<file path="src/rtl/decode_issue_unit_pkg.sv">
// Shared decode definitions: widths, RV32I opcodes, immediate formats and queue entry layout.
package decode_issue_unit_pkg;

  localparam int unsigned INST_W    = 32;
  localparam int unsigned ADDR_W    = 32;
  localparam int unsigned DATA_W    = 32;
  localparam int unsigned ROB_TAG_W = 4;
  localparam int unsigned REG_IDX_W = 5;
  localparam int unsigned OPCODE_W  = 7;

  localparam logic [OPCODE_W-1:0] OPCODE_LUI   = 7'b0110111;
  localparam logic [OPCODE_W-1:0] OPCODE_AUIPC = 7'b0010111;
  localparam logic [OPCODE_W-1:0] OPCODE_JAL   = 7'b1101111;
  localparam logic [OPCODE_W-1:0] OPCODE_JALR  = 7'b1100111;
  localparam logic [OPCODE_W-1:0] OPCODE_B     = 7'b1100011;
  localparam logic [OPCODE_W-1:0] OPCODE_L     = 7'b0000011;
  localparam logic [OPCODE_W-1:0] OPCODE_S     = 7'b0100011;
  localparam logic [OPCODE_W-1:0] OPCODE_CALI  = 7'b0010011;
  localparam logic [OPCODE_W-1:0] OPCODE_CAL   = 7'b0110011;

  typedef enum logic [2:0] {
    IMM_NONE,
    IMM_I,
    IMM_S,
    IMM_B,
    IMM_U,
    IMM_J
  } imm_fmt_e;

  typedef struct packed {
    logic [INST_W-1:0] inst;
    logic [ADDR_W-1:0] pc;
    logic              pre_j;
  } iq_entry_t;

  function automatic imm_fmt_e imm_fmt(input logic [OPCODE_W-1:0] opcode);
    case (opcode)
      OPCODE_L, OPCODE_CALI, OPCODE_JALR: return IMM_I;
      OPCODE_S:                           return IMM_S;
      OPCODE_B:                           return IMM_B;
      OPCODE_LUI, OPCODE_AUIPC:           return IMM_U;
      OPCODE_JAL:                         return IMM_J;
      default:                            return IMM_NONE;
    endcase
  endfunction

  // Takes inst[31:7]; the opcode bits never contribute to an immediate.
  function automatic logic [DATA_W-1:0] gen_imm(input logic [31:7] ib, input imm_fmt_e fmt);
    logic [DATA_W-1:0] imm;
    imm = '0;
    case (fmt)
      IMM_I: imm = {{20{ib[31]}}, ib[31:20]};
      IMM_S: imm = {{20{ib[31]}}, ib[31:25], ib[11:7]};
      IMM_B: imm = {{19{ib[31]}}, ib[31], ib[7], ib[30:25], ib[11:8], 1'b0};
      IMM_U: imm = {ib[31:12], 12'b0};
      IMM_J: imm = {{11{ib[31]}}, ib[31], ib[19:12], ib[20], ib[30:21], 1'b0};
      default: imm = '0;
    endcase
    return imm;
  endfunction

endpackage

</file>
<file path="src/rtl/decode_issue_unit_if.sv">
// Fetch, operand query, broadcast, back-pressure and issue signals of the decode/issue stage.
interface decode_issue_unit_if #(
  parameter int unsigned ROB_W = decode_issue_unit_pkg::ROB_TAG_W,
  parameter int unsigned N_CDB = 2,
  parameter int unsigned XLEN  = decode_issue_unit_pkg::DATA_W
);
  logic                    if_valid;
  logic                    if_ready;
  logic [31:0]             if_inst;
  logic [XLEN-1:0]         if_pc;
  logic                    if_pre_j;

  logic [4:0]              reg_rs1;
  logic [4:0]              reg_rs2;
  logic                    reg_rs1_rdy;
  logic                    reg_rs2_rdy;
  logic [XLEN-1:0]         reg_rs1_val;
  logic [XLEN-1:0]         reg_rs2_val;
  logic [ROB_W-1:0]        reg_rs1_tag;
  logic [ROB_W-1:0]        reg_rs2_tag;

  logic [ROB_W-1:0]        rob_q1_tag;
  logic [ROB_W-1:0]        rob_q2_tag;
  logic                    rob_q1_rdy;
  logic                    rob_q2_rdy;
  logic [XLEN-1:0]         rob_q1_val;
  logic [XLEN-1:0]         rob_q2_val;

  logic [N_CDB-1:0]        cdb_valid;
  logic [N_CDB*ROB_W-1:0]  cdb_tag;
  logic [N_CDB*XLEN-1:0]   cdb_val;

  logic                    rob_full;
  logic                    rs_full;
  logic                    lsb_full;
  logic [ROB_W-1:0]        rob_alloc_tag;

  logic                    issue;
  logic                    rs_en;
  logic                    lsb_en;
  logic [ROB_W-1:0]        iss_rob_tag;
  logic [6:0]              iss_opcode;
  logic [2:0]              iss_funct3;
  logic                    iss_funct7;
  logic                    iss_rs1_rdy;
  logic                    iss_rs2_rdy;
  logic [XLEN-1:0]         iss_rs1_val;
  logic [XLEN-1:0]         iss_rs2_val;
  logic [ROB_W-1:0]        iss_rs1_tag;
  logic [ROB_W-1:0]        iss_rs2_tag;
  logic [XLEN-1:0]         iss_imm;
  logic [4:0]              iss_rd;
  logic [XLEN-1:0]         iss_pc;
  logic                    iss_pre_j;

  modport slave (
    input  if_valid, if_inst, if_pc, if_pre_j,
    input  reg_rs1_rdy, reg_rs2_rdy, reg_rs1_val, reg_rs2_val, reg_rs1_tag, reg_rs2_tag,
    input  rob_q1_rdy, rob_q2_rdy, rob_q1_val, rob_q2_val,
    input  cdb_valid, cdb_tag, cdb_val,
    input  rob_full, rs_full, lsb_full, rob_alloc_tag,
    output if_ready, reg_rs1, reg_rs2, rob_q1_tag, rob_q2_tag,
    output issue, rs_en, lsb_en, iss_rob_tag, iss_opcode, iss_funct3, iss_funct7,
    output iss_rs1_rdy, iss_rs2_rdy, iss_rs1_val, iss_rs2_val, iss_rs1_tag, iss_rs2_tag,
    output iss_imm, iss_rd, iss_pc, iss_pre_j
  );

  modport master (
    output if_valid, if_inst, if_pc, if_pre_j,
    output reg_rs1_rdy, reg_rs2_rdy, reg_rs1_val, reg_rs2_val, reg_rs1_tag, reg_rs2_tag,
    output rob_q1_rdy, rob_q2_rdy, rob_q1_val, rob_q2_val,
    output cdb_valid, cdb_tag, cdb_val,
    output rob_full, rs_full, lsb_full, rob_alloc_tag,
    input  if_ready, reg_rs1, reg_rs2, rob_q1_tag, rob_q2_tag,
    input  issue, rs_en, lsb_en, iss_rob_tag, iss_opcode, iss_funct3, iss_funct7,
    input  iss_rs1_rdy, iss_rs2_rdy, iss_rs1_val, iss_rs2_val, iss_rs1_tag, iss_rs2_tag,
    input  iss_imm, iss_rd, iss_pc, iss_pre_j
  );
endinterface

</file>
<file path="src/rtl/decode_issue_unit_operand_resolver.sv">
// Combinational operand lookup: RegFile, then lowest matching broadcast channel, then RoB.
module decode_issue_unit_operand_resolver #(
  parameter int unsigned N_CDB = 2,
  parameter int unsigned ROB_W = 4,
  parameter int unsigned XLEN  = 32
) (
  input  logic                   used,
  input  logic                   reg_rdy,
  input  logic [XLEN-1:0]        reg_val,
  input  logic [ROB_W-1:0]       reg_tag,
  input  logic [N_CDB-1:0]       cdb_valid,
  input  logic [N_CDB*ROB_W-1:0] cdb_tag,
  input  logic [N_CDB*XLEN-1:0]  cdb_val,
  input  logic                   rob_rdy,
  input  logic [XLEN-1:0]        rob_val,
  output logic                   rdy_c,
  output logic [XLEN-1:0]        val_c,
  output logic [ROB_W-1:0]       tag_c
);

  logic cdb_hit;

  always_comb begin
    rdy_c   = 1'b0;
    val_c   = '0;
    tag_c   = reg_tag;
    cdb_hit = 1'b0;
    if (!used) begin
      rdy_c = 1'b1;
      tag_c = '0;
    end else if (reg_rdy) begin
      rdy_c = 1'b1;
      val_c = reg_val;
      tag_c = '0;
    end else begin
      // Ascending scan with a sticky hit gives channel 0 the highest priority.
      for (int i = 0; i < int'(N_CDB); i++) begin
        if (!cdb_hit && cdb_valid[i] && (cdb_tag[i*int'(ROB_W) +: ROB_W] == reg_tag)) begin
          cdb_hit = 1'b1;
          val_c   = cdb_val[i*int'(XLEN) +: XLEN];
        end
      end
      if (cdb_hit) begin
        rdy_c = 1'b1;
        tag_c = '0;
      end else if (rob_rdy) begin
        rdy_c = 1'b1;
        val_c = rob_val;
        tag_c = '0;
      end
    end
  end

endmodule

</file>
<file path="src/rtl/decode_issue_unit.sv">
// Decode/issue stage: instruction queue, head decode, operand resolution and registered issue.
module decode_issue_unit
  import decode_issue_unit_pkg::*;
#(
  parameter int unsigned IQ_DEPTH = 8,
  parameter int unsigned ROB_W    = ROB_TAG_W,
  parameter int unsigned N_CDB    = 2,
  parameter int unsigned XLEN     = DATA_W
) (
  input logic                 clk,
  input logic                 rst,
  input logic                 rdy,
  input logic                 rollback,
  decode_issue_unit_if.slave  bus
);

  localparam int unsigned PTR_W = $clog2(IQ_DEPTH);
  localparam int unsigned CNT_W = PTR_W + 1;

  iq_entry_t          mem [IQ_DEPTH];
  logic [PTR_W-1:0]   head;
  logic [PTR_W-1:0]   tail;
  logic [CNT_W-1:0]   count;
  logic [CNT_W-1:0]   count_nxt;

  iq_entry_t          head_e;
  logic [6:0]         opcode;
  logic               needs_rs;
  logic               needs_lsb;
  logic               rs1_used;
  logic               rs2_used;
  logic               rd_zero;
  logic [DATA_W-1:0]  imm_c;
  logic               enq_c;
  logic               fire_c;

  logic               rs1_rdy_c;
  logic               rs2_rdy_c;
  logic [XLEN-1:0]    rs1_val_c;
  logic [XLEN-1:0]    rs2_val_c;
  logic [ROB_W-1:0]   rs1_tag_c;
  logic [ROB_W-1:0]   rs2_tag_c;

  assign head_e = mem[head];
  assign opcode = head_e.inst[6:0];
  assign imm_c  = gen_imm(head_e.inst[31:7], imm_fmt(opcode));

  // Head decode: destination unit and which source operands are real.
  always_comb begin
    needs_rs  = 1'b0;
    needs_lsb = 1'b0;
    rs1_used  = 1'b1;
    rs2_used  = 1'b1;
    rd_zero   = 1'b0;
    case (opcode)
      OPCODE_L: begin
        needs_lsb = 1'b1;
        rs2_used  = 1'b0;
      end
      OPCODE_S: begin
        needs_lsb = 1'b1;
        rd_zero   = 1'b1;
      end
      OPCODE_CAL: needs_rs = 1'b1;
      OPCODE_CALI, OPCODE_JALR: begin
        needs_rs = 1'b1;
        rs2_used = 1'b0;
      end
      OPCODE_B: begin
        needs_rs = 1'b1;
        rd_zero  = 1'b1;
      end
      OPCODE_LUI, OPCODE_AUIPC, OPCODE_JAL: begin
        needs_rs = 1'b1;
        rs1_used = 1'b0;
        rs2_used = 1'b0;
      end
      default: ;
    endcase
  end

  // Query indices are masked while empty so stale queue contents never leak out.
  assign bus.reg_rs1    = (count != '0) ? head_e.inst[19:15] : '0;
  assign bus.reg_rs2    = (count != '0) ? head_e.inst[24:20] : '0;
  assign bus.rob_q1_tag = bus.reg_rs1_tag;
  assign bus.rob_q2_tag = bus.reg_rs2_tag;

  assign enq_c  = bus.if_valid && bus.if_ready;
  assign fire_c = (count != '0) && !bus.rob_full
               && !(needs_rs && bus.rs_full) && !(needs_lsb && bus.lsb_full);

  decode_issue_unit_operand_resolver #(.N_CDB(N_CDB), .ROB_W(ROB_W), .XLEN(XLEN)) u_rs1 (
    .used      (rs1_used),
    .reg_rdy   (bus.reg_rs1_rdy),
    .reg_val   (bus.reg_rs1_val),
    .reg_tag   (bus.reg_rs1_tag),
    .cdb_valid (bus.cdb_valid),
    .cdb_tag   (bus.cdb_tag),
    .cdb_val   (bus.cdb_val),
    .rob_rdy   (bus.rob_q1_rdy),
    .rob_val   (bus.rob_q1_val),
    .rdy_c     (rs1_rdy_c),
    .val_c     (rs1_val_c),
    .tag_c     (rs1_tag_c)
  );

  decode_issue_unit_operand_resolver #(.N_CDB(N_CDB), .ROB_W(ROB_W), .XLEN(XLEN)) u_rs2 (
    .used      (rs2_used),
    .reg_rdy   (bus.reg_rs2_rdy),
    .reg_val   (bus.reg_rs2_val),
    .reg_tag   (bus.reg_rs2_tag),
    .cdb_valid (bus.cdb_valid),
    .cdb_tag   (bus.cdb_tag),
    .cdb_val   (bus.cdb_val),
    .rob_rdy   (bus.rob_q2_rdy),
    .rob_val   (bus.rob_q2_val),
    .rdy_c     (rs2_rdy_c),
    .val_c     (rs2_val_c),
    .tag_c     (rs2_tag_c)
  );

  always_comb begin
    count_nxt = count;
    if (enq_c && !fire_c) begin
      count_nxt = count + CNT_W'(1);
    end else if (!enq_c && fire_c) begin
      count_nxt = count - CNT_W'(1);
    end
  end

  // Queue storage carries no reset; entries are only read once count covers them.
  always_ff @(posedge clk) begin
    if (rdy && !rollback && enq_c) begin
      mem[tail] <= '{inst: bus.if_inst, pc: ADDR_W'(bus.if_pc), pre_j: bus.if_pre_j};
    end
  end

  always_ff @(posedge clk) begin
    if (rst) begin
      head            <= '0;
      tail            <= '0;
      count           <= '0;
      bus.if_ready    <= 1'b1;
      bus.issue       <= 1'b0;
      bus.rs_en       <= 1'b0;
      bus.lsb_en      <= 1'b0;
      bus.iss_rob_tag <= '0;
      bus.iss_opcode  <= '0;
      bus.iss_funct3  <= '0;
      bus.iss_funct7  <= 1'b0;
      bus.iss_rs1_rdy <= 1'b0;
      bus.iss_rs2_rdy <= 1'b0;
      bus.iss_rs1_val <= '0;
      bus.iss_rs2_val <= '0;
      bus.iss_rs1_tag <= '0;
      bus.iss_rs2_tag <= '0;
      bus.iss_imm     <= '0;
      bus.iss_rd      <= '0;
      bus.iss_pc      <= '0;
      bus.iss_pre_j   <= 1'b0;
    end else if (rdy) begin
      if (rollback) begin
        head         <= '0;
        tail         <= '0;
        count        <= '0;
        bus.if_ready <= 1'b1;
        bus.issue    <= 1'b0;
      end else begin
        if (enq_c) tail <= tail + PTR_W'(1);
        if (fire_c) head <= head + PTR_W'(1);
        count        <= count_nxt;
        bus.if_ready <= (count_nxt < CNT_W'(IQ_DEPTH));
        bus.issue    <= fire_c;
        // Payload registers only move on a fire so they stay stable between issues.
        if (fire_c) begin
          bus.rs_en       <= needs_rs;
          bus.lsb_en      <= needs_lsb;
          bus.iss_rob_tag <= bus.rob_alloc_tag;
          bus.iss_opcode  <= opcode;
          bus.iss_funct3  <= head_e.inst[14:12];
          bus.iss_funct7  <= head_e.inst[30];
          bus.iss_rs1_rdy <= rs1_rdy_c;
          bus.iss_rs2_rdy <= rs2_rdy_c;
          bus.iss_rs1_val <= rs1_val_c;
          bus.iss_rs2_val <= rs2_val_c;
          bus.iss_rs1_tag <= rs1_tag_c;
          bus.iss_rs2_tag <= rs2_tag_c;
          bus.iss_imm     <= XLEN'(imm_c);
          bus.iss_rd      <= rd_zero ? 5'd0 : head_e.inst[11:7];
          bus.iss_pc      <= XLEN'(head_e.pc);
          bus.iss_pre_j   <= head_e.pre_j;
        end
      end
    end
  end

endmodule

</file>
<file path="src/flat_wrapper.sv">
// flat-port wrapper written by rule: the top's interface ports become plain ports
module decode_issue_unit_flat import decode_issue_unit_pkg::*;
#(
  parameter int unsigned IQ_DEPTH = 8,
  parameter int unsigned ROB_W    = ROB_TAG_W,
  parameter int unsigned N_CDB    = 2,
  parameter int unsigned XLEN     = DATA_W
)
  (clk, rst, rdy, rollback, bus_if_valid, bus_if_inst, bus_if_pc, bus_if_pre_j, bus_reg_rs1_rdy, bus_reg_rs2_rdy, bus_reg_rs1_val, bus_reg_rs2_val, bus_reg_rs1_tag, bus_reg_rs2_tag, bus_rob_q1_rdy, bus_rob_q2_rdy, bus_rob_q1_val, bus_rob_q2_val, bus_cdb_valid, bus_cdb_tag, bus_cdb_val, bus_rob_full, bus_rs_full, bus_lsb_full, bus_rob_alloc_tag, bus_if_ready, bus_reg_rs1, bus_reg_rs2, bus_rob_q1_tag, bus_rob_q2_tag, bus_issue, bus_rs_en, bus_lsb_en, bus_iss_rob_tag, bus_iss_opcode, bus_iss_funct3, bus_iss_funct7, bus_iss_rs1_rdy, bus_iss_rs2_rdy, bus_iss_rs1_val, bus_iss_rs2_val, bus_iss_rs1_tag, bus_iss_rs2_tag, bus_iss_imm, bus_iss_rd, bus_iss_pc, bus_iss_pre_j);
  decode_issue_unit_if #(.ROB_W(ROB_W), .N_CDB(N_CDB), .XLEN(XLEN)) bus_i ();
  input logic clk;
  input logic rst;
  input logic rdy;
  input logic rollback;
  input wire logic [$bits(bus_i.if_valid)-1:0] bus_if_valid;
  input wire logic [$bits(bus_i.if_inst)-1:0] bus_if_inst;
  input wire logic [$bits(bus_i.if_pc)-1:0] bus_if_pc;
  input wire logic [$bits(bus_i.if_pre_j)-1:0] bus_if_pre_j;
  input wire logic [$bits(bus_i.reg_rs1_rdy)-1:0] bus_reg_rs1_rdy;
  input wire logic [$bits(bus_i.reg_rs2_rdy)-1:0] bus_reg_rs2_rdy;
  input wire logic [$bits(bus_i.reg_rs1_val)-1:0] bus_reg_rs1_val;
  input wire logic [$bits(bus_i.reg_rs2_val)-1:0] bus_reg_rs2_val;
  input wire logic [$bits(bus_i.reg_rs1_tag)-1:0] bus_reg_rs1_tag;
  input wire logic [$bits(bus_i.reg_rs2_tag)-1:0] bus_reg_rs2_tag;
  input wire logic [$bits(bus_i.rob_q1_rdy)-1:0] bus_rob_q1_rdy;
  input wire logic [$bits(bus_i.rob_q2_rdy)-1:0] bus_rob_q2_rdy;
  input wire logic [$bits(bus_i.rob_q1_val)-1:0] bus_rob_q1_val;
  input wire logic [$bits(bus_i.rob_q2_val)-1:0] bus_rob_q2_val;
  input wire logic [$bits(bus_i.cdb_valid)-1:0] bus_cdb_valid;
  input wire logic [$bits(bus_i.cdb_tag)-1:0] bus_cdb_tag;
  input wire logic [$bits(bus_i.cdb_val)-1:0] bus_cdb_val;
  input wire logic [$bits(bus_i.rob_full)-1:0] bus_rob_full;
  input wire logic [$bits(bus_i.rs_full)-1:0] bus_rs_full;
  input wire logic [$bits(bus_i.lsb_full)-1:0] bus_lsb_full;
  input wire logic [$bits(bus_i.rob_alloc_tag)-1:0] bus_rob_alloc_tag;
  output wire logic [$bits(bus_i.if_ready)-1:0] bus_if_ready;
  output wire logic [$bits(bus_i.reg_rs1)-1:0] bus_reg_rs1;
  output wire logic [$bits(bus_i.reg_rs2)-1:0] bus_reg_rs2;
  output wire logic [$bits(bus_i.rob_q1_tag)-1:0] bus_rob_q1_tag;
  output wire logic [$bits(bus_i.rob_q2_tag)-1:0] bus_rob_q2_tag;
  output wire logic [$bits(bus_i.issue)-1:0] bus_issue;
  output wire logic [$bits(bus_i.rs_en)-1:0] bus_rs_en;
  output wire logic [$bits(bus_i.lsb_en)-1:0] bus_lsb_en;
  output wire logic [$bits(bus_i.iss_rob_tag)-1:0] bus_iss_rob_tag;
  output wire logic [$bits(bus_i.iss_opcode)-1:0] bus_iss_opcode;
  output wire logic [$bits(bus_i.iss_funct3)-1:0] bus_iss_funct3;
  output wire logic [$bits(bus_i.iss_funct7)-1:0] bus_iss_funct7;
  output wire logic [$bits(bus_i.iss_rs1_rdy)-1:0] bus_iss_rs1_rdy;
  output wire logic [$bits(bus_i.iss_rs2_rdy)-1:0] bus_iss_rs2_rdy;
  output wire logic [$bits(bus_i.iss_rs1_val)-1:0] bus_iss_rs1_val;
  output wire logic [$bits(bus_i.iss_rs2_val)-1:0] bus_iss_rs2_val;
  output wire logic [$bits(bus_i.iss_rs1_tag)-1:0] bus_iss_rs1_tag;
  output wire logic [$bits(bus_i.iss_rs2_tag)-1:0] bus_iss_rs2_tag;
  output wire logic [$bits(bus_i.iss_imm)-1:0] bus_iss_imm;
  output wire logic [$bits(bus_i.iss_rd)-1:0] bus_iss_rd;
  output wire logic [$bits(bus_i.iss_pc)-1:0] bus_iss_pc;
  output wire logic [$bits(bus_i.iss_pre_j)-1:0] bus_iss_pre_j;
  assign bus_i.if_valid = bus_if_valid;
  assign bus_i.if_inst = bus_if_inst;
  assign bus_i.if_pc = bus_if_pc;
  assign bus_i.if_pre_j = bus_if_pre_j;
  assign bus_i.reg_rs1_rdy = bus_reg_rs1_rdy;
  assign bus_i.reg_rs2_rdy = bus_reg_rs2_rdy;
  assign bus_i.reg_rs1_val = bus_reg_rs1_val;
  assign bus_i.reg_rs2_val = bus_reg_rs2_val;
  assign bus_i.reg_rs1_tag = bus_reg_rs1_tag;
  assign bus_i.reg_rs2_tag = bus_reg_rs2_tag;
  assign bus_i.rob_q1_rdy = bus_rob_q1_rdy;
  assign bus_i.rob_q2_rdy = bus_rob_q2_rdy;
  assign bus_i.rob_q1_val = bus_rob_q1_val;
  assign bus_i.rob_q2_val = bus_rob_q2_val;
  assign bus_i.cdb_valid = bus_cdb_valid;
  assign bus_i.cdb_tag = bus_cdb_tag;
  assign bus_i.cdb_val = bus_cdb_val;
  assign bus_i.rob_full = bus_rob_full;
  assign bus_i.rs_full = bus_rs_full;
  assign bus_i.lsb_full = bus_lsb_full;
  assign bus_i.rob_alloc_tag = bus_rob_alloc_tag;
  assign bus_if_ready = bus_i.if_ready;
  assign bus_reg_rs1 = bus_i.reg_rs1;
  assign bus_reg_rs2 = bus_i.reg_rs2;
  assign bus_rob_q1_tag = bus_i.rob_q1_tag;
  assign bus_rob_q2_tag = bus_i.rob_q2_tag;
  assign bus_issue = bus_i.issue;
  assign bus_rs_en = bus_i.rs_en;
  assign bus_lsb_en = bus_i.lsb_en;
  assign bus_iss_rob_tag = bus_i.iss_rob_tag;
  assign bus_iss_opcode = bus_i.iss_opcode;
  assign bus_iss_funct3 = bus_i.iss_funct3;
  assign bus_iss_funct7 = bus_i.iss_funct7;
  assign bus_iss_rs1_rdy = bus_i.iss_rs1_rdy;
  assign bus_iss_rs2_rdy = bus_i.iss_rs2_rdy;
  assign bus_iss_rs1_val = bus_i.iss_rs1_val;
  assign bus_iss_rs2_val = bus_i.iss_rs2_val;
  assign bus_iss_rs1_tag = bus_i.iss_rs1_tag;
  assign bus_iss_rs2_tag = bus_i.iss_rs2_tag;
  assign bus_iss_imm = bus_i.iss_imm;
  assign bus_iss_rd = bus_i.iss_rd;
  assign bus_iss_pc = bus_i.iss_pc;
  assign bus_iss_pre_j = bus_i.iss_pre_j;
  decode_issue_unit #(.IQ_DEPTH(IQ_DEPTH), .ROB_W(ROB_W), .N_CDB(N_CDB), .XLEN(XLEN)) u_core (.clk(clk), .rst(rst), .rdy(rdy), .rollback(rollback), .bus(bus_i));
endmodule
</file>
<file path="config.mk">
export PLATFORM = sky130hd
export DESIGN_NAME = decode_issue_unit_flat
export DESIGN_NICKNAME = d
export VERILOG_FILES = /design/src/rtl/decode_issue_unit_pkg.sv /design/src/rtl/decode_issue_unit_if.sv /design/src/rtl/decode_issue_unit_operand_resolver.sv /design/src/rtl/decode_issue_unit.sv /design/src/flat_wrapper.sv
export SDC_FILE = /design/constraint.sdc
export NUM_CORES = 1
export LEC_CHECK = 0
export BUFFER_PORTS_ARGS = -buffer_cell sky130_fd_sc_hd__buf_2
export CORE_UTILIZATION = 63
export CTS_BUF_LIST = sky130_fd_sc_hd__clkbuf_4
export CTS_CLUSTER_SIZE = 28
export DETAILED_ROUTE_END_ITERATION = 7
export GPL_ROUTABILITY_DRIVEN = 0
export GPL_TIMING_DRIVEN = 0
export MAX_ROUTING_LAYER = met4
export PLACE_DENSITY = 0.92
export REMOVE_ABC_BUFFERS = 1
export SLEW_MARGIN = 20
export SYNTH_ARGS = -nofsm -noshare
export SYNTH_HDL_FRONTEND = slang
export SYNTH_SLANG_ARGS = --single-unit
</file>
<file path="constraint.sdc">
create_clock -name clk -period 11.1 [get_ports clk]
set_input_delay 1.11 -clock clk [delete_from_list [all_inputs] [get_ports clk]]
set_output_delay 1.11 -clock clk [all_outputs]
set_load 0.05 [all_outputs]
</file>
**After elaboration in Yosys (flattened, before gate mapping)**

Memories as Yosys holds them, arrays and structs flattened. A register that Yosys moved wholly into a read port is not among the register bits.
Index checks and enable logic that the tools add are counted.

- Add/sub/neg operators: 4
- $mul: 0
- Divide/modulo/power cells: 0
- $lt $le $gt $ge: 1
- Eq/ne operators: 18
- Shifts and indexed selects: 0
- Multiplexer cells: 61
- Bitwise operators: 1
- Reduce and logical (&&, ||, !) cells: 37

Operators with widths:

| cell | count |
|---|---|
| 2-to-1 mux 32 bit | 12 |
| one-hot mux 32 bit (5 select lines) | 1 |
| 2-to-1 mux 4 bit | 11 |
| 2-to-1 mux 1 bit | 27 |
| equality test 7 x 6 -> 1 bit, second input constant | 3 |
| equality test 7 bit, second input constant | 3 |
| 2-to-1 mux 3 bit | 6 |
| equality test 4 bit | 4 |
| logical AND 1 bit | 16 |
| 2-to-1 mux 5 bit | 3 |
| one-hot mux 3 bit (5 select lines) | 1 |
| equality test 7 x 5 -> 1 bit, second input constant | 2 |
| logical NOT 1 bit | 8 |
| equality test 7 x 2 -> 1 bit, second input constant | 1 |
| OR reduction 7 bit | 1 |
| adder 3 x 1 -> 3 bit, second input constant | 2 |
| equality test 3 x 2 -> 1 bit, second input constant | 2 |
| equality test 3 bit, second input constant | 2 |
| OR reduction 2 bit | 3 |
| OR reduction 3 bit | 2 |
| OR reduction 6 bit | 1 |
| adder 4 x 1 -> 4 bit, second input constant | 1 |
| < comparator 4 bit, second input constant | 1 |
| AND reduction 2 bit | 2 |
| 6 further kinds | 7 |

- Bits in registers: 173
- Latch bits: 0
- Bits in writable memories: 520
- ROM bits: 0
- Bits of input ports: 291
- Output and inout port bits: 181
- Word-level logic and storage cells: 144
- Memories kept: 1

Memories:

| name | depth | width | read ports | clocked after Yosys merged registers in | write ports | RTL line | text |
|---|---|---|---|---|---|---|---|
| u_core.mem | 8 | 65 | 1 | 1 | 1 | decode_issue_unit.sv:20 | `iq_entry_t mem [IQ_DEPTH];` |

**Longest topological paths before layout**

- Depth after elaboration: 14
- Depth in mapped cells: 12
- Depth with buffers taken out: 8

**Modules after synthesis**

From an unflattened synthesis, not the netlist that was laid out.

- Cells, all modules: 2029
- Area total of the unflattened synthesis: 28653.7 sq um

By module, submodules not included:

| module | times used | cells each | area an instance (sq um) | sequential area each (sq um) |
|---|---|---|---|---|
| decode_issue_unit | 1 | 1591 | 26186.4 | 19138.4 |
| decode_issue_unit_operand_resolver | 2 | 219 | 1233.7 | 0.0 |

**Worst setup path after synthesis**

No wires, ideal clock.

- Path kind: input-to-reg
- From: input port rollback
- To: memory u_core.mem[0][0] in the netlist's numbering (enable)
- Library setup time: 0.568 ns
- Arrival time: 6.226 ns
- Data required time: 10.532 ns
- Setup slack: 4.306 ns
- Stages: 4
- Path buffers: 1
- Path through: nand2b_1 -> clkbuf_1 -> or3_1 -> nor3_1

- Longest elaborated chain between the ends: 5

Ends and longest elaborated chain:

| element | RTL line | text |
|---|---|---|
| start: declaration | flat_wrapper.sv:14 | `input logic rollback;` |
| logical NOT 1 bit | decode_issue_unit.sv:133 | `if (rdy && !rollback && enq_c) begin` |
| logical AND 1 bit (2 in a row) | decode_issue_unit.sv:133 |  |
| 2-to-1 mux 1 bit | decode_issue_unit.sv:133 |  |
| 2-to-1 mux 1 bit (not written as such) | decode_issue_unit.sv:134 | `mem[tail] <= '{inst: bus.if_inst, pc: ADDR_W'(bus.if_pc), pre_j: bus.if_pre_j};` |
| end: declaration | decode_issue_unit.sv:20 |  |

Every way passes these cells.

==> flow_metrics.tcl <==
set metrics [dict create \
    hold_path.class "in -> reg" \
    path_class "reg -> reg" \
    die_w_um 215.4 \
    pin_count 472 \
    setup_violations 0 \
    hold_buffers 0 \
    syn_inst 1998 \
    cts_resized 0 \
    violations "design-rule violations" \
    nFillCells 2349 \
    final_net_count 2843 \
    ir_worst_vdd_mv 0.2083 \
    syn2layout_area_growth_pct 21.39 \
    async_flop_share_pct 0 \
    clkTransAtPathRegs_ns 0.07 \
    p_leak_nw 12.41 \
    pwr-share-seq_pct 52.5 \
    cts_buffers 167 \
    synthFlopType "edfxtp_1" \
    period_needed_ns 5.208 \
    p_sw_share_pct 24.67 \
    clock_power_share_pct 41.2 \
    wl_per_cell_um 28.33 \
    globalRouteTotalUtil_pct 41.72 \
    grt_pass1_vias 22160 \
    tritoncts "built" \
    maxCapViolations 0 \
    synth-xor-area-share_pct 0.3969 \
    rows 77 \
    fin_util_pct 78.07 \
    htreeDepth 4 \
    wl_met2_um 45640 \
    p_comb_share_pct 6.3 \
    p_int_mw 4.038 \
    numPortBuffers 471 \
    fmax_mhz 192.0 \
    end_kind "flop" \
    finClkSkew_ns 0.08780 \
    met3_length_um 12140 \
    die_area_um2 46400 \
    worstMarginPinSlew_ns 1.244 \
    drc_errors 45 \
    initial_utilization_pct 64.32 \
    rsz0062_at_grt "false" \
    grt-ovfl-total 0 \
    min_period_over_period_pct 46.92 \
    drtIter0Drc 3585 \
    run_status "complete, but fails checks" \
    viasPerCell 6.721 \
    power_density_nw_per_um2 153.9 \
    drtPass1Iterations 8 \
    wl_met1_um 30830 \
    ant_nets 0 \
    hold_viol 0 \
    synth_top_family_by_area "multiplexers" \
    via_count 22350 \
    place_inst 2971 \
    muxShareOfSynthArea_pct 12.78 \
    post_cts_buffers 0 \
    hpwl_um 59320 \
    dieHeight_um 215.4 \
    wl_um 94240 \
    cts_root_buffer "clkbuf_4" \
    grt_pass1_wl_um 137200 \
    p_sw_mw 1.322 \
    required_ns 11.90 \
    drv_slew 0 \
    avgSynthCellArea_um2 14.36 \
    core_um2 44610 \
    slew_headroom_pct 16.17 \
    yosys_warnings 0 \
    synth_adder_area_share_pct 0.1745 \
    ys_seq_elements 696 \
    cp_max_fo 34 \
    crit_path_start_kind "flop" \
    ys_seq_area_share_pct 66.71 \
    drive_above_1_share_pct 37.23 \
    timing.hold.ws_ns 0.3640 \
    clock_path_buffers 3 \
    top_layer "met4" \
    antenna_found_initial 36 \
    clk_latency_ns 1.01 \
    arrival_ns 6.01 \
    grt_max_degree 108 \
    layout.cells.non_filler 3326 \
    synth_cell_types 58 \
    yosys.area_share.simple_pct 9.032 \
    synth_compound_area_share_pct 8.273 \
    cts.sinks 696 \
    netlist_area_um2 28690 \
    synth-edff-count 520 \
]
==> flip-flops by register name, summed over array words and instances (netlist names), 3 cells and up, named ones only <==
name	count
u_core.bus.iss_funct3	3
u_core.bus.iss_imm	32
u_core.bus.iss_opcode	7
u_core.bus.iss_pc	32
u_core.bus.iss_rd	5
u_core.bus.iss_rob_tag	4
u_core.bus.iss_rs1_tag	4
u_core.bus.iss_rs1_val	32
u_core.bus.iss_rs2_tag	4
u_core.bus.iss_rs2_val	32
u_core.count	4
u_core.head	3
u_core.mem	520
u_core.tail	3
==> path summary, 6_finish.rpt <==
| kind | cells after the start | slack, ns | endpoint | from |
|---|---|---|---|---|
| worst min register to register | 2 | 0.45 | u_core.bus.iss_rs1_val[13]$_SDFFE_PP0P_ | u_core.bus.iss_rs1_val[13]$_SDFFE_PP0P_ |
| worst max-delay path | 9 | 5.89 | u_core.bus.iss_imm[23]$_SDFFE_PP0P_ | flop |
| worst max register to register | 9 | 5.89 | u_core.bus.iss_imm[23]$_SDFFE_PP0P_ | flop |
| worst min-delay path | 3 | 0.36 | u_core.bus.iss_rob_tag[3]$_SDFFE_PP0P_ | bus_rob_alloc_tag[3] |
==> kinds of logic (layout without fill, tap and decap cells) <==
kind of cell / Yosys count / in the layout
XOR/XNOR: 13 / 13
adder cells (fa/ha/maj): 4 / 4
multiplexers: 201 / 201
AO/OA/AOI/OAI: 354 / 354
other: 0 / 40
AND/OR/NAND/NOR: 558 / 558
buffers and inverters: 172 / 868
flip-flops: 696 / 696
==> critical path, cell delays in order (launching register included) <==
cell     delay (ns)
dfxtp_4        0.45
buf_16         0.30
buf_16         0.29
mux4_2         0.56
mux2i_1        0.61
nor4_1         0.19
o21ai_0        1.02
nand2_1        0.61
a21oi_2        0.80
a21oi_1        0.18
==> cells in the mapped netlist (all sizes together), types with 2 or more instances <==
library cell / number / area, um2
o31ai: 32 / 240.2
o211ai: 35 / 262.8
nand3b: 5 / 37.54
o21ai: 30 / 150.1
a311o: 2 / 21.27
nand3: 122 / 610.6
a2111oi: 2 / 37.54
or4: 2 / 15.01
nand2: 159 / 599.3
a31oi: 4 / 25.02
a21oi: 126 / 630.6
nor3: 24 / 131.4
ha: 4 / 50.05
inv: 7 / 26.28
edfxtp: 520 / 15610
mux4: 130 / 2928
nor4: 5 / 37.53
mux2i: 55 / 554.3
nor2: 144 / 540.5
a211oi: 43 / 322.8
a311oi: 67 / 586.8
and3: 35 / 219.0
or3: 3 / 18.77
o22ai: 5 / 31.28
xnor2: 3 / 26.28
clkbuf: 107 / 401.6
dfxtp: 176 / 3523
xor2: 10 / 87.58
mux2: 16 / 183.9
o21a: 2 / 15.01
nand2b: 16 / 100.1
buf: 58 / 327.8
and2: 36 / 225.2
==> cell usage in the layout (no fill, tap or decap), drive strengths merged, types with 3 or more instances in the layout <==
cell type,instances
ha,4
inv,14
nand2b,16
o211ai,35
mux2i,55
a211oi,43
mux4,130
buf,546
o31ai,32
a311oi,67
nor3,24
nand3,122
o22ai,5
and3,35
xor2,10
clkinv,37
dfxtp,176
xnor2,3
mux2,16
or3,3
a21oi,126
clkinvlp,3
edfxtp,520
diode,40
a31oi,4
nor4,5
clkbuf,267
o21ai,30
and2,36
nand2,159
nor2,144
nand3b,5
==> power by group through the flow <==
stage          Sequential, mW  Combinational (mW)  Clock, mW
2_1_floorplan            2.90               0.112          0
3_3_place_gp             2.88               0.291          0
3_5_place_dp             2.87               0.321          0
4_1_cts                  2.81               0.325       2.21
5_1_grt                  2.81               0.351       2.34
6_report                 2.81               0.338       2.21
==> layer usage <==
metal	track usage, %	up-vias
met5	-	-
met4	26.78	0
met2	64.33	2125
met1	48.06	10730
met3	12.15	460
li1	-	9041
==> through the flow <==
stage | area (um2) | setup TNS [ns] | setup slack [ns] | power, mW
6_report | 34830 | 0 | 5.892 | 5.360
3_5_place_dp | 32480 | 0 | 6.329 | 3.192
2_1_floorplan | 27960 | 0 | 0.1923 | 3.013
3_3_place_gp | 31060 | -716.94 | -5.229 | 3.169
5_1_grt | 34820 | 0 | 5.731 | 5.506
4_1_cts | 34720 | 0 | 6.129 | 5.354
==> area by class of cell <==
type | instances | area, um2 | area share [%]
Clock inverter | 48 | 229.0 | 0.6575
Clock buffer | 267 | 2004 | 5.756
Multi-Input combinational cell | 1130 | 8937 | 25.66
Tap cell | 592 | 740.7 | 2.127
Sequential cell | 696 | 19150 | 54.99
Timing Repair Buffer | 546 | 3638 | 10.45
Antenna cell | 40 | 100.1 | 0.2874
Inverter | 7 | 26.28 | 0.07545
No activity file was read; power rests on OpenSTA's default activity.
